File: config.mk
export PLATFORM = sky130hd
export DESIGN_NAME = decoder_cfg_sequencer
export DESIGN_NICKNAME = d
export VERILOG_FILES = /design/src/rtl/cfg_seq_pkg.sv /design/src/rtl/cfg_seq_fifo.sv /design/src/rtl/decoder_cfg_sequencer.sv
export SDC_FILE = /design/constraint.sdc
export NUM_CORES = 1
export LEC_CHECK = 0
export BUFFER_PORTS_ARGS = -buffer_cell sky130_fd_sc_hd__buf_2
export CORE_ASPECT_RATIO = 0.5
export CORE_MARGIN = 5
export CORE_UTILIZATION = 41
export DETAILED_ROUTE_END_ITERATION = 16
export MAX_ROUTING_LAYER = met4
export SLEW_MARGIN = 20
export SYNTH_ARGS = -nofsm -noshare
export SYNTH_HDL_FRONTEND = slang
export SYNTH_HIERARCHICAL = 1
export SYNTH_SLANG_ARGS = --single-unit
File: constraint.sdc
create_clock -name clk -period 7.4 [get_ports clk]
set_input_delay 0.74 -clock clk [delete_from_list [all_inputs] [get_ports clk]]
set_output_delay 0.74 -clock clk [all_outputs]
set_load 0.01 [all_outputs]
File: src/rtl/cfg_seq_pkg.sv
// Shared types and constants for the decoder configuration sequencer:
// state encoding, control-register layout, block select codes and the
// command entry carried through the FIFO.
package cfg_seq_pkg;

  // Sequencer states; ST_SETTLE is only reachable when CFG_SEQ_SETTLE_EN is defined.
  typedef enum logic [2:0] {
    ST_IDLE   = 3'd0,
    ST_HALT   = 3'd1,
    ST_LOAD   = 3'd2,
    ST_ARM    = 3'd3,
    ST_START  = 3'd4,
    ST_SETTLE = 3'd5,
    ST_RUN    = 3'd6,
    ST_STOP   = 3'd7
  } state_e;

  // Bit positions inside the decoder control register.
  localparam int unsigned CTRL_BIT_CLK_EN = 0;
  localparam int unsigned CTRL_BIT_START  = 1;
  localparam int unsigned CTRL_BIT_ENABEL = 2;

  // Block select codes carried in address bits [4:3].
  localparam logic [1:0] BLK_CTRL    = 2'b00;
  localparam logic [1:0] BLK_FILTR   = 2'b01;
  localparam logic [1:0] BLK_ARITH   = 2'b10;
  localparam logic [1:0] BLK_DECIDER = 2'b11;

  // The control register lives at the bottom of block 00.
  localparam logic [4:0] CTRL_ADDR = {BLK_CTRL, 3'b000};

  // Control words written by the sequencer itself.
  localparam logic [31:0] CTRL_WORD_HALT  = 32'h0;
  localparam logic [31:0] CTRL_WORD_ARM   = (32'd1 << CTRL_BIT_ENABEL)
                                          | (32'd1 << CTRL_BIT_CLK_EN);
  localparam logic [31:0] CTRL_WORD_START = CTRL_WORD_ARM
                                          | (32'd1 << CTRL_BIT_START);

  // One queued configuration write.
  typedef struct packed {
    logic [4:0]  addr;
    logic [31:0] data;
  } cmd_t;

  localparam int unsigned CMD_W = $bits(cmd_t);

  // True when the entry addresses a block the host is allowed to write.
  function automatic logic is_host_block(input logic [4:0] addr);
    return addr[4:3] inside {BLK_FILTR, BLK_ARITH, BLK_DECIDER};
  endfunction

endpackage

File: src/rtl/cfg_seq_fifo.sv
// Synchronous command FIFO for the configuration sequencer.
// DEPTH entries of cmd_t, push/pop/flush, full/empty flags, resets empty.
// The head entry is presented combinationally on rdata_o.
module cfg_seq_fifo
  import cfg_seq_pkg::*;
#(
  parameter int unsigned DEPTH = 8
) (
  input  logic clk,
  input  logic reset_l,
  input  logic push_i,
  input  logic pop_i,
  input  logic flush_i,
  input  cmd_t wdata_i,
  output cmd_t rdata_o,
  output logic full_o,
  output logic empty_o
);

  localparam int unsigned AW = $clog2(DEPTH);

  cmd_t          mem_q [DEPTH];
  logic [AW:0]   wptr_q, wptr_d;
  logic [AW:0]   rptr_q, rptr_d;
  logic          push_ok, pop_ok;

  assign empty_o = (wptr_q == rptr_q);
  assign full_o  = (wptr_q[AW] != rptr_q[AW]) && (wptr_q[AW-1:0] == rptr_q[AW-1:0]);
  assign push_ok = push_i & ~full_o;
  assign pop_ok  = pop_i & ~empty_o;
  assign rdata_o = mem_q[rptr_q[AW-1:0]];

  // Pointer advance; a flush discards everything queued.
  always_comb begin
    // NOTE: every combinational output gets a default first, so no path can leave it unassigned and infer a latch.
    wptr_d = wptr_q;
    rptr_d = rptr_q;
    if (flush_i) begin
      wptr_d = '0;
      rptr_d = '0;
    end else begin
      if (push_ok) wptr_d = wptr_q + 1'b1;
      if (pop_ok)  rptr_d = rptr_q + 1'b1;
    end
  end

  // Pointer registers.
  always_ff @(posedge clk or negedge reset_l) begin
    // NOTE: state uses non-blocking assignments so every flop samples pre-edge values regardless of block order.
    if (!reset_l) begin
      wptr_q <= '0;
      rptr_q <= '0;
    end else begin
      wptr_q <= wptr_d;
      rptr_q <= rptr_d;
    end
  end

  // Storage array write port.
  always_ff @(posedge clk) begin
    // NOTE: storage is deliberately not reset; the pointers alone define which entries are valid.
    if (push_ok && !flush_i) mem_q[wptr_q[AW-1:0]] <= wdata_i;
  end

endmodule

File: src/rtl/decoder_cfg_sequencer.sv
// Register-bus master that halts, configures, starts, runs and stops one
// Decoder instance. Host writes are queued in cfg_seq_fifo and replayed on
// go; the run window counts indicate_i rising edges into hit_count.
// Optional macro CFG_SEQ_SETTLE_EN inserts a SETTLE_CYCLES-long settle state
// between START and RUN so the filter pipelines can flush.
module decoder_cfg_sequencer
  import cfg_seq_pkg::*;
#(
  parameter int unsigned DEPTH         = 8,
  parameter int unsigned RUN_CYCLES    = 50_000,
  parameter int unsigned SETTLE_CYCLES = 64,
  parameter int unsigned CNT_W         = 16
) (
  input  logic              clk,
  input  logic              reset_l,
  input  logic              cmd_valid,
  output logic              cmd_ready,
  input  logic [4:0]        cmd_addr,
  input  logic [31:0]       cmd_data,
  input  logic              go,
  input  logic              abort,
  output logic              dec_writ,
  output logic [4:0]        dec_address,
  output logic [31:0]       dec_data,
  output logic              dec_work,
  input  logic              indicate_i,
  output logic              busy,
  output logic              done,
  output logic              err_ctrl,
  output logic [CNT_W-1:0]  hit_count
);

  // One timer serves both the run window and the optional settle delay.
  localparam int unsigned TMR_MAX = (RUN_CYCLES > SETTLE_CYCLES) ? RUN_CYCLES : SETTLE_CYCLES;
  localparam int unsigned TMR_W   = $clog2(TMR_MAX) + 1;
  localparam logic [TMR_W-1:0] RUN_LAST = TMR_W'(RUN_CYCLES - 1);
`ifdef CFG_SEQ_SETTLE_EN
  localparam logic [TMR_W-1:0] SETTLE_LAST = TMR_W'(SETTLE_CYCLES - 1);
`endif

  state_e             state_q, state_d;
  logic [TMR_W-1:0]   tmr_q, tmr_d;
  logic               indicate_q;

  logic               dec_writ_q, dec_writ_d;
  logic [4:0]         dec_address_q, dec_address_d;
  logic [31:0]        dec_data_q, dec_data_d;
  logic               dec_work_q, dec_work_d;
  logic               busy_q, busy_d;
  logic               done_q, done_d;
  logic               err_ctrl_q, err_ctrl_d;
  logic [CNT_W-1:0]   hit_count_q, hit_count_d;

  cmd_t               fifo_wdata, fifo_head;
  logic               fifo_push, fifo_pop, fifo_flush;
  logic               fifo_full, fifo_empty;
  logic               abort_ok, go_ok;

  assign go_ok     = (state_q == ST_IDLE) & go;
  assign abort_ok  = abort & (state_q inside {ST_HALT, ST_LOAD, ST_ARM, ST_START, ST_SETTLE, ST_RUN});
  assign cmd_ready = (state_q == ST_IDLE) & ~fifo_full;

  assign fifo_wdata = '{addr: cmd_addr, data: cmd_data};
  assign fifo_push  = cmd_valid & cmd_ready;
  assign fifo_pop   = (state_d == ST_LOAD);
  assign fifo_flush = abort_ok;

  cfg_seq_fifo #(
    .DEPTH (DEPTH)
  ) u_fifo (
    .clk     (clk),
    .reset_l (reset_l),
    .push_i  (fifo_push),
    .pop_i   (fifo_pop),
    .flush_i (fifo_flush),
    .wdata_i (fifo_wdata),
    .rdata_o (fifo_head),
    .full_o  (fifo_full),
    .empty_o (fifo_empty)
  );

  // State and timer registers.
  always_ff @(posedge clk or negedge reset_l) begin
    if (!reset_l) begin
      state_q    <= ST_IDLE;
      tmr_q      <= '0;
      indicate_q <= 1'b0;
    end else begin
      state_q    <= state_d;
      tmr_q      <= tmr_d;
      indicate_q <= indicate_i;
    end
  end

  // Next-state logic; an abort in any active state overrides to STOP.
  always_comb begin
    state_d = state_q;
    tmr_d   = tmr_q;
    case (state_q)
      ST_IDLE:  if (go) state_d = ST_HALT;
      ST_HALT:  state_d = fifo_empty ? ST_ARM : ST_LOAD;
      ST_LOAD:  state_d = fifo_empty ? ST_ARM : ST_LOAD;
      ST_ARM:   state_d = ST_START;
      ST_START: begin
        tmr_d = '0;
`ifdef CFG_SEQ_SETTLE_EN
        state_d = ST_SETTLE;
`else
        state_d = ST_RUN;
`endif
      end
`ifdef CFG_SEQ_SETTLE_EN
      ST_SETTLE: begin
        if (tmr_q == SETTLE_LAST) begin
          state_d = ST_RUN;
          tmr_d   = '0;
        end else begin
          tmr_d = tmr_q + TMR_W'(1);
        end
      end
`endif
      ST_RUN: begin
        if (tmr_q == RUN_LAST) state_d = ST_STOP;
        else                   tmr_d   = tmr_q + TMR_W'(1);
      end
      ST_STOP:  state_d = ST_IDLE;
      default:  state_d = ST_IDLE;
    endcase
    if (abort_ok) state_d = ST_STOP;
  end

  // Output logic: bus values are derived from the state being entered so
  // they appear, registered, in that state's cycle.
  always_comb begin
    dec_writ_d    = 1'b0;
    dec_address_d = '0;
    dec_data_d    = '0;
    dec_work_d    = 1'b0;
    done_d        = 1'b0;
    busy_d        = (state_d != ST_IDLE);
    err_ctrl_d    = err_ctrl_q;
    hit_count_d   = hit_count_q;

    if (go_ok) begin
      err_ctrl_d  = 1'b0;
      hit_count_d = '0;
    end
    if ((state_q == ST_RUN) && indicate_i && !indicate_q && !(&hit_count_q)) begin
      hit_count_d = hit_count_q + 1'b1;
    end

    case (state_d)
      ST_HALT: begin
        dec_writ_d    = 1'b1;
        dec_address_d = CTRL_ADDR;
        dec_data_d    = CTRL_WORD_HALT;
      end
      ST_LOAD: begin
        if (is_host_block(fifo_head.addr)) begin
          dec_writ_d    = 1'b1;
          dec_address_d = fifo_head.addr;
          dec_data_d    = fifo_head.data;
        end else begin
          err_ctrl_d = 1'b1;
        end
      end
      ST_ARM: begin
        dec_writ_d    = 1'b1;
        dec_address_d = CTRL_ADDR;
        dec_data_d    = CTRL_WORD_ARM;
      end
      ST_START: begin
        dec_writ_d    = 1'b1;
        dec_address_d = CTRL_ADDR;
        dec_data_d    = CTRL_WORD_START;
      end
      ST_RUN: dec_work_d = 1'b1;
      ST_STOP: begin
        dec_writ_d    = 1'b1;
        dec_address_d = CTRL_ADDR;
        dec_data_d    = CTRL_WORD_HALT;
        done_d        = 1'b1;
      end
      default: ;
    endcase
  end

  // Registered outputs, all zero under reset.
  always_ff @(posedge clk or negedge reset_l) begin
    if (!reset_l) begin
      dec_writ_q    <= 1'b0;
      dec_address_q <= '0;
      dec_data_q    <= '0;
      dec_work_q    <= 1'b0;
      busy_q        <= 1'b0;
      done_q        <= 1'b0;
      err_ctrl_q    <= 1'b0;
      hit_count_q   <= '0;
    end else begin
      dec_writ_q    <= dec_writ_d;
      dec_address_q <= dec_address_d;
      dec_data_q    <= dec_data_d;
      dec_work_q    <= dec_work_d;
      busy_q        <= busy_d;
      done_q        <= done_d;
      err_ctrl_q    <= err_ctrl_d;
      hit_count_q   <= hit_count_d;
    end
  end

  assign dec_writ    = dec_writ_q;
  assign dec_address = dec_address_q;
  assign dec_data    = dec_data_q;
  assign dec_work    = dec_work_q;
  assign busy        = busy_q;
  assign done        = done_q;
  assign err_ctrl    = err_ctrl_q;
  assign hit_count   = hit_count_q;

endmodule
==> qor.csv, run 1 <==
metric;value;unit
outcome;finished clean;
clock_latency;0.54;ns
maxSlewHeadroom;30.8;%
setup_ws;3.75;ns
antenna_cells;0;
grt_pass1_wl;46500;microns
tns;0;ns
final_cell_mix;edfxtp_1, buf_2, dfrtp_1, mux4_2, clkbuf_16;
yosysTopAreaCellShare;57.7;%
post_cts_resized;0;
synth_edf_count;296;
clkTransAtPathRegs;0.06;ns
fmax;274;MHz
ant_nets;0;
routed_wl;29500;microns
die-area;41800;sq um
final_area;17600;sq um
grt_pass1_vias;8028;
syn_inst;824;
worst_pin_slew;1.04;ns
cts_made_buffers;36;
start_util;41.4;%
remaining_drc_errors;0;
place_area;16400;sq um
cts_setup_buffers;0;
h-tree-depth;2;
power_density;265;nW/um^2
area_delta_synth_final;14.5;%
gp_congestion;0.774;
rsz0062_at_grt;no;
min_period;3.65;ns
overflow;0;
clock_sinks;383;
synthTopCellsByArea;edfxtp_1, dfrtp_1, mux4_2;
power;4.67;mW
path_class;flip-flop to flip-flop;
maxCapViolations;0;
crit_fanout;41;
first_pass_iters;5;
final_nets;982;
hold_violations;0;
period_share;49.4;%
fin_skew;0.0113;ns
async_flop_share;22.7;%
cp-start-kind;flip-flop;
boundaryPins;102;
grt_usage;14.6;%
cts_tree;yes;
synthFlopType;edfxtp_1;
hp-class;input port to asynchronous set/reset pin;
required;7.56;ns
ys_seq_elements;383;
grt_start_max_net_pins;68;
ctsHoldBuffers;0;
hold-worst-slack;0.188;ns
setup_viol;0;
ctsRootBufferMaster;clkbuf_16;
routed_via_density;5.30;
dpl.hpwl;16500;microns
slew_viol_final;0;
vias;7720;
syn_nets;871;
leakage;6.33;nW
final_common_cell;edfxtp_1;
synth_warnings;6;
num_rows;50;
cp-end-kind;flip-flop;
port_buffers;101;
wl_per_cell;20.3;microns
worstPathArrival;3.82;ns
yosysUniqueCellTypes;60;
antenna_found_initial;0;
die_h;147;microns
drive_gt1_share;31.2;%
ctsLongestPathBuffers;3;
syn_area_per_cell;18.7;sq um
n_fill_cell;3106;
syn_area;15400;sq um
ir_drop;167;uV
pre_cts_slack;3.72;ns
die_x;284;microns
core;37200;sq um
dr.first_iter.drc_count;478;
yosysSeqAreaShare;71.9;%
synth_top_cell_by_area;edfxtp_1;
-- layer usage --
metal  global-route usage, %  wire (microns)  vias up
met2                    25.1           15100      113
met4                    3.30             477        0
met3                    2.85            1150       43
li1                        -               -     3484
met5                       -               0        -
met1                    18.3           12800     4080
-- registers in the layout, summed over array words and instances (netlist names) --
signal / flops
hit_count: 16
u_fifo/rptr_q: 4
u_fifo/mem_q: 296
dec_work: 1
state_q: 3
tmr_q: 17
indicate_q: 1
done: 1
busy: 1
dec_writ: 1
dec_address: 5
u_fifo/wptr_q: 4
err_ctrl: 1
dec_data: 32
-- stage by stage --
| stage | utilization, % | cells |
|---|---|---|
| 6_report | 47.3 | 1457 |
| 5_1_grt | 47.3 | 1457 |
| 4_1_cts | 47.3 | 1457 |
| 3_5_place_dp | 44.1 | 1391 |
| 3_3_place_gp | 44.1 | 1391 |
| 2_1_floorplan | - | 824 |
-- cell families after synthesis --
family / count (synthesis) / share of synthesized area (%)
AOI/OAI and AO/OA: 59 / 2.73
xor gates and xnor gates: 18 / 1.17
adders and majority gates: 6 / 0.455
buffers and inverters: 49 / 1.93
DFF: 383 / 71.9
muxes: 120 / 15.0
and+or+nand+nor: 189 / 6.79
-- worst max-delay path, stage by stage (launching register included) --
cell and delay (ns):
dfrtp_2 0.35, buf_4 0.67, xnor2_2 0.26, and4_1 0.38
nor2_1 0.18, and2_1 0.24, nor3b_1 0.31, nand2_1 0.15
nor3_2 0.14, buf_4 0.57
-- layout make-up --
class	count	area, sq um	area share (%)
clock inverters	10	109	0.618
inverters	8	30.0	0.170
well taps	494	618	3.51
clock buffers	56	1100	6.24
flip-flops and latches	383	11100	62.8
multi-input cells	392	4080	23.2
repair buffers	114	609	3.46
-- where the power goes --
group	switching (mW)	leakage (nW)	internal, mW
combinational	0.205	1.90	0.144
clock	0.793	0.588	1.07
sequential	0.0716	3.84	2.39
-- cells in the mapped netlist (10+ instances only) --
library cell,instances
edfxtp_1,296
dfrtp_1,87
mux4_2,68
and2_1,36
nand2_1,34
mux2_4,30
nor2_1,28
nand3_1,21
buf_2,17
clkbuf_1,14
nor3_1,13
mux2_2,12
a31oi_1,11
and3_1,10
-- worst paths after layout --
path | startpoint | endpoint | slack (ns) | cells after the start
worst max-delay path | u_fifo/rptr_q[2] | u_fifo/mem_q[2][21] | 3.75 | 9
worst min-delay path | reset_l | dec_data[23] | 0.19 | 1
worst max register to register | u_fifo/rptr_q[2] | u_fifo/mem_q[2][21] | 3.75 | 9
worst min register to register | hit_count[6] | hit_count[6] | 0.52 | 1
max in group asynchronous | reset_l | u_fifo/rptr_q[0] | 6.04 | 2
min in group clk | indicate_i | indicate_q | 0.32 | 1
(Power assumes the default switching activity.)
==> run 2: changes to the inputs <==
==> constraint.sdc (replaced) <==
create_clock -name clk -period 3.7 [get_ports clk]
set_input_delay 0.37 -clock clk [delete_from_list [all_inputs] [get_ports clk]]
set_output_delay 0.37 -clock clk [all_outputs]
set_load 0.01 [all_outputs]
==> run 2 against run 1 <==
  * Non-clock buffer count up 8
  * Wire length up 3.4%
  * Largest power group unchanged
  * Critical path type unchanged
  * Die area unchanged
  * Clock skew up 0.015 ns
  * Critical endpoint is now u_fifo/mem_q[0][32]
  * Global-route usage up 0.71 points
  * Highest routed layer unchanged
  * Largest cell class unchanged
==> qor.csv, run 2 (synthesized netlist as in run 1, its figures left out) <==
metric;value;unit
num_rows;50;
wl_per_cell;20.8;microns
die-area;41800;sq um
worstPathArrival;3.39;ns
r2r_cells;8;
outcome;finished clean;
grt_pass1_vias;8157;
hold_violations;0;
setup_viol;0;
path_class;flip-flop to flip-flop;
largest_reg_flops;296;
grt_usage;15.4;%
cts_tree;yes;
vias;7688;
wl_met3;1240;microns
start_util;41.4;%
seq_power_share;53.5;%
period_share;87.1;%
dr.first_iter.drc_count;474;
hp-class;input port to flip-flop;
cp-end-kind;flip-flop;
fmax;310;MHz
rrSetupSlack;0.48;ns
cp-start-kind;flip-flop;
ctsHoldBuffers;1;
final_nets;990;
clock_sinks;383;
clkTransAtPathRegs;0.06;ns
grt_start_max_net_pins;74;
ctsRootBufferMaster;clkbuf_16;
reg2reg_to;u_fifo/mem_q[0][32];
area_delta_synth_final;15.0;%
power_frac_comb;7.7;%
leakage;6.35;nW
clockPowerShare;38.9;%
drive_gt1_share;31.1;%
first_pass_iters;4;
dp_cells;1397;
ant_nets;0;
crit_fanout;27;
die_x;284;microns
swShare;23.0;%
routed_wl;30500;microns
power;9.19;mW
place_area;16500;sq um
ir_drop;301;uV
slew_viol_final;0;
min_to;u_fifo/mem_q[4][17];
overflow;0;
cts_made_buffers;36;
port_buffers;101;
register_area;11100;sq um
cts_setup_buffers;0;
r2r_start;u_fifo/wptr_q[2];
boundaryPins;102;
h-tree-depth;2;
fin_util;47.5;%
cp-startpoint;u_fifo/wptr_q[2];
highest-signal-layer;met4;
post_cts_resized;0;
wirelength_met1;13500;microns
core;37200;sq um
required;3.87;ns
final_common_cell;edfxtp_1;
finalNonFillerCells;1466;
final_cell_mix;edfxtp_1, buf_2, dfrtp_1, mux4_2, clkbuf_16;
n_fill_cell;3070;
hold_depth;1;
route.met2.wl;15300;microns
power_density;519;nW/um^2
worstHoldStart;cmd_data[17];
fin_skew;0.0258;ns
dpl.hpwl;17500;microns
maxCapViolations;0;
gp_congestion;0.751;
routed_via_density;5.24;
worst_pin_slew;0.887;ns
remaining_drc_errors;0;
intPower;7.08;mW
switchingPower;2.11;mW
min_period;3.22;ns
grt_pass1_wl;48400;microns
hold-worst-slack;0.0913;ns
clock_latency;0.55;ns
antenna_found_initial;1;
final_area;17700;sq um
die_h;147;microns
multiInputGateArea;4100;sq um
rsz0062_at_grt;no;
ctsLongestPathBuffers;3;
maxSlewHeadroom;40.9;%
-- run 2: per-stage QoR --
step                      worst slack (ns)  TNS [ns]
after global placement               0.546         0
after floorplan                      -1.21   -214.19
after global routing                 0.138         0
after detailed placement             0.454         0
final                                0.477         0
after CTS                            0.442         0
-- run 2: how the worst max path moves through the flow --
stage,end,slack (ns)
finish,u_fifo/mem_q[0][32],0.48
global route,u_fifo/mem_q[0][1],0.14
CTS,u_fifo/mem_q[0][30],0.44
detailed placement,u_fifo/mem_q[0][23],0.45
global placement,u_fifo/mem_q[0][23],0.55
floorplan,u_fifo/mem_q[7][0],-1.21
-- run 2: layout make-up --
class / count / area share [%]
Antenna cell: 1 / 0.0141
Clock inverter: 13 / 0.700
Clock buffer: 53 / 5.80
Sequential cell: 383 / 62.6
Timing Repair Buffer: 122 / 4.09
Inverter: 8 / 0.170
Tap cell: 494 / 3.49
Multi-Input combinational cell: 392 / 23.2
-- run 2: critical path: stages, from the launching register on --
cell and delay, ns:
dfrtp_1 0.68, xnor2_2 0.20, and4_1 0.41, nor2_1 0.20, and2_1 0.25, nor3b_1 0.30, nand2b_1 0.18, nor3_2 0.16
buf_4 0.45
-- run 2: power groups by stage --
stage	registers (mW)	clock network, mW	logic [mW]
2_1_floorplan	4.97	0	0.477
5_1_grt	4.93	3.90	0.790
3_3_place_gp	4.99	0	0.700
6_report	4.91	3.57	0.704
3_5_place_dp	5.00	0	0.714
4_1_cts	4.91	3.69	0.718
-- run 2: per-layer routing --
layer / track usage [%] / vias to the layer above
li1: - / 3496
met1: 19.8 / 4035
met2: 25.4 / 113
met3: 3.16 / 44
met4: 3.84 / 0
met5: - / -
==> run 3: changes to the inputs <==
--- a/config.mk
+++ b/config.mk
@@ -14,5 +14,4 @@
 export SLEW_MARGIN = 20
 export SYNTH_ARGS = -nofsm -noshare
 export SYNTH_HDL_FRONTEND = slang
-export SYNTH_HIERARCHICAL = 1
 export SYNTH_SLANG_ARGS = --single-unit
==> run 3 against run 2 <==
  * Die area shrank 2.6%
  * Global-route usage is essentially flat
  * Via count grew 0.30%
  * Combinational power grew 43%
  * Hold slack gained 0.0053 ns
  * Largest power group unchanged
==> qor.csv, run 3 <==
metric;value;unit
dr.first_iter.drc_count;462;
fin_util;48.3;%
rsz0062_at_grt;no;
post_cts_resized;0;
period_share;78.3;%
cts_setup_buffers;0;
die_h;145;microns
final_cell_mix;edfxtp_1, buf_2, dfrtp_1, mux4_2, nor2_1;
grtUsageMet3;2.94;%
synthTopCellsByArea;edfxtp_1, dfrtp_1, mux4_2;
hp-class;input port to flip-flop;
wl_per_cell;20.8;microns
num_rows;49;
final_area;17400;sq um
area_delta_synth_final;16.1;%
ctsRootBufferMaster;clkbuf_16;
final_nets;989;
reg2reg_to;u_fifo.mem_q[6][0];
synth_top_cell_by_area;edfxtp_1;
r2r_cells;6;
yosysSeqAreaShare;73.9;%
core;36000;sq um
cts_made_buffers;36;
start_util;41.6;%
syn_inst;824;
ant_nets;0;
dpl.hpwl;18300;microns
port_buffers;101;
setup_viol;0;
worstPathArrival;3.05;ns
r2r_start;state_q[2];
ctsLongestPathBuffers;3;
ys_seq_elements;383;
h-tree-depth;2;
syn_area_per_cell;18.2;sq um
worstHoldStart;cmd_addr[0];
grt_usage;15.4;%
routed_wl;30200;microns
clkTransAtPathRegs;0.06;ns
slew_viol_final;0;
hold_violations;0;
maxSlewHeadroom;30.1;%
ir_drop;254;uV
outcome;finished clean;
finalNonFillerCells;1454;
grtUsageMet1;20.2;%
ctsHoldBuffers;2;
synth_edf_count;296;
grt_pass1_wl;47600;microns
remaining_drc_errors;0;
busiest_layer;met2;
largest_reg_flops;296;
die-area;40700;sq um
power;9.59;mW
clock_latency;0.54;ns
async_flop_share;22.7;%
die_x;280;microns
grt_use_met2;25.1;%
rrSetupSlack;0.80;ns
cp-start-kind;flip-flop;
yosysUniqueCellTypes;55;
first_pass_iters;5;
synthFlopType;edfxtp_1;
tns;0;ns
synth_most_common_cell;edfxtp_1;
cts_tree;yes;
boundaryPins;102;
gp_congestion;0.804;
overflow;0;
min_to;u_fifo.mem_q[0][32];
hold_depth;1;
power_density;552;nW/um^2
path_class;flip-flop to flip-flop;
worst_pin_slew;1.04;ns
cp-end-kind;flip-flop;
fmax;345;MHz
syn_area;15000;sq um
maxCapViolations;0;
grt_start_max_net_pins;65;
clock_sinks;383;
min_period;2.90;ns
grt_pass1_vias;8113;
final_common_cell;edfxtp_1;
routed_via_density;5.30;
required;3.85;ns
antenna_cells;0;
yosysTopAreaCellShare;59.3;%
synth_warnings;0;
antenna_found_initial;0;
crit_fanout;37;
fin_skew;0.0238;ns
place_area;16200;sq um
drive_gt1_share;27.6;%
dp_cells;1386;
vias;7711;
synth_common_cells;edfxtp_1, dfrtp_1, mux4_2;
leakage;6.04;nW
syn_nets;871;
-- run 3: cell types whose count changed in the layout (fill, tap and decap cells not counted), sizes merged, moves of 6 or more --
cell	change
a31oi	-8
and2	-32
clkinv	+6
a21oi	+12
clkbuf	-9
mux2i	+42
or3	+7
mux2	-39
o22ai	+6
nor2	+42
nor2b	-7
-- run 3: metal layers --
metal	up-vias	wire, microns
li1	3482	-
met1	4038	13300
met2	148	15100
met3	43	1340
met4	0	480
met5	-	0
-- run 3: how the worst max path moves through the flow --
| stage | from | slack [ns] | endpoint |
|---|---|---|---|
| 3_3_place_gp | state_q[2] | 0.86 | u_fifo.mem_q[6][29] |
| 5_1_grt | state_q[2] | 0.62 | u_fifo.mem_q[6][0] |
| 3_5_place_dp | state_q[2] | 0.78 | u_fifo.mem_q[6][29] |
| 2_1_floorplan | state_q[1] | 0.05 | u_fifo.mem_q[2][0] |
| 4_1_cts | state_q[2] | 0.77 | u_fifo.mem_q[6][0] |
| 6_report | state_q[2] | 0.80 | u_fifo.mem_q[6][0] |
-- run 3: power by group --
group | switching, mW | internal (mW) | leakage [nW] | total [mW]
Sequential | 0.142 | 4.79 | 3.84 | 4.93
Clock | 1.58 | 2.07 | 0.568 | 3.65
Combinational | 0.590 | 0.419 | 1.63 | 1.01
-- run 3: layout make-up --
class,instances,area (sq um)
Clock inverter,22,221
Tap cell,484,606
Sequential cell,383,11100
Multi-Input combinational cell,392,3770
Timing Repair Buffer,121,738
Inverter,8,30.0
Clock buffer,44,952
Fill cell,2961,18600
-- run 3: critical path, stage by stage (launching register included) --
cell,delay [ns]
dfrtp_1,0.53
or3_1,0.52
a41oi_2,0.29
nand2_1,0.13
or2_1,0.38
nor2_4,0.13
buf_4,0.53
-- run 3: logic make-up after synthesis --
family / after synthesis / synth area share [%]
flops: 383 / 73.9
fa+ha+maj: 5 / 0.401
buf+inv: 49 / 1.50
mux: 124 / 14.6
simple gates: 190 / 6.16
compound gates: 55 / 2.42
xor+xnor: 18 / 1.05
-- run 3: through the flow --
step           worst slack (ns)  hold slack (ns)
6_report                  0.804           0.0965
5_1_grt                   0.620           0.0765
4_1_cts                   0.774           0.0675
3_5_place_dp              0.782            0.475
3_3_place_gp              0.858            0.474
2_1_floorplan            0.0474           0.0744
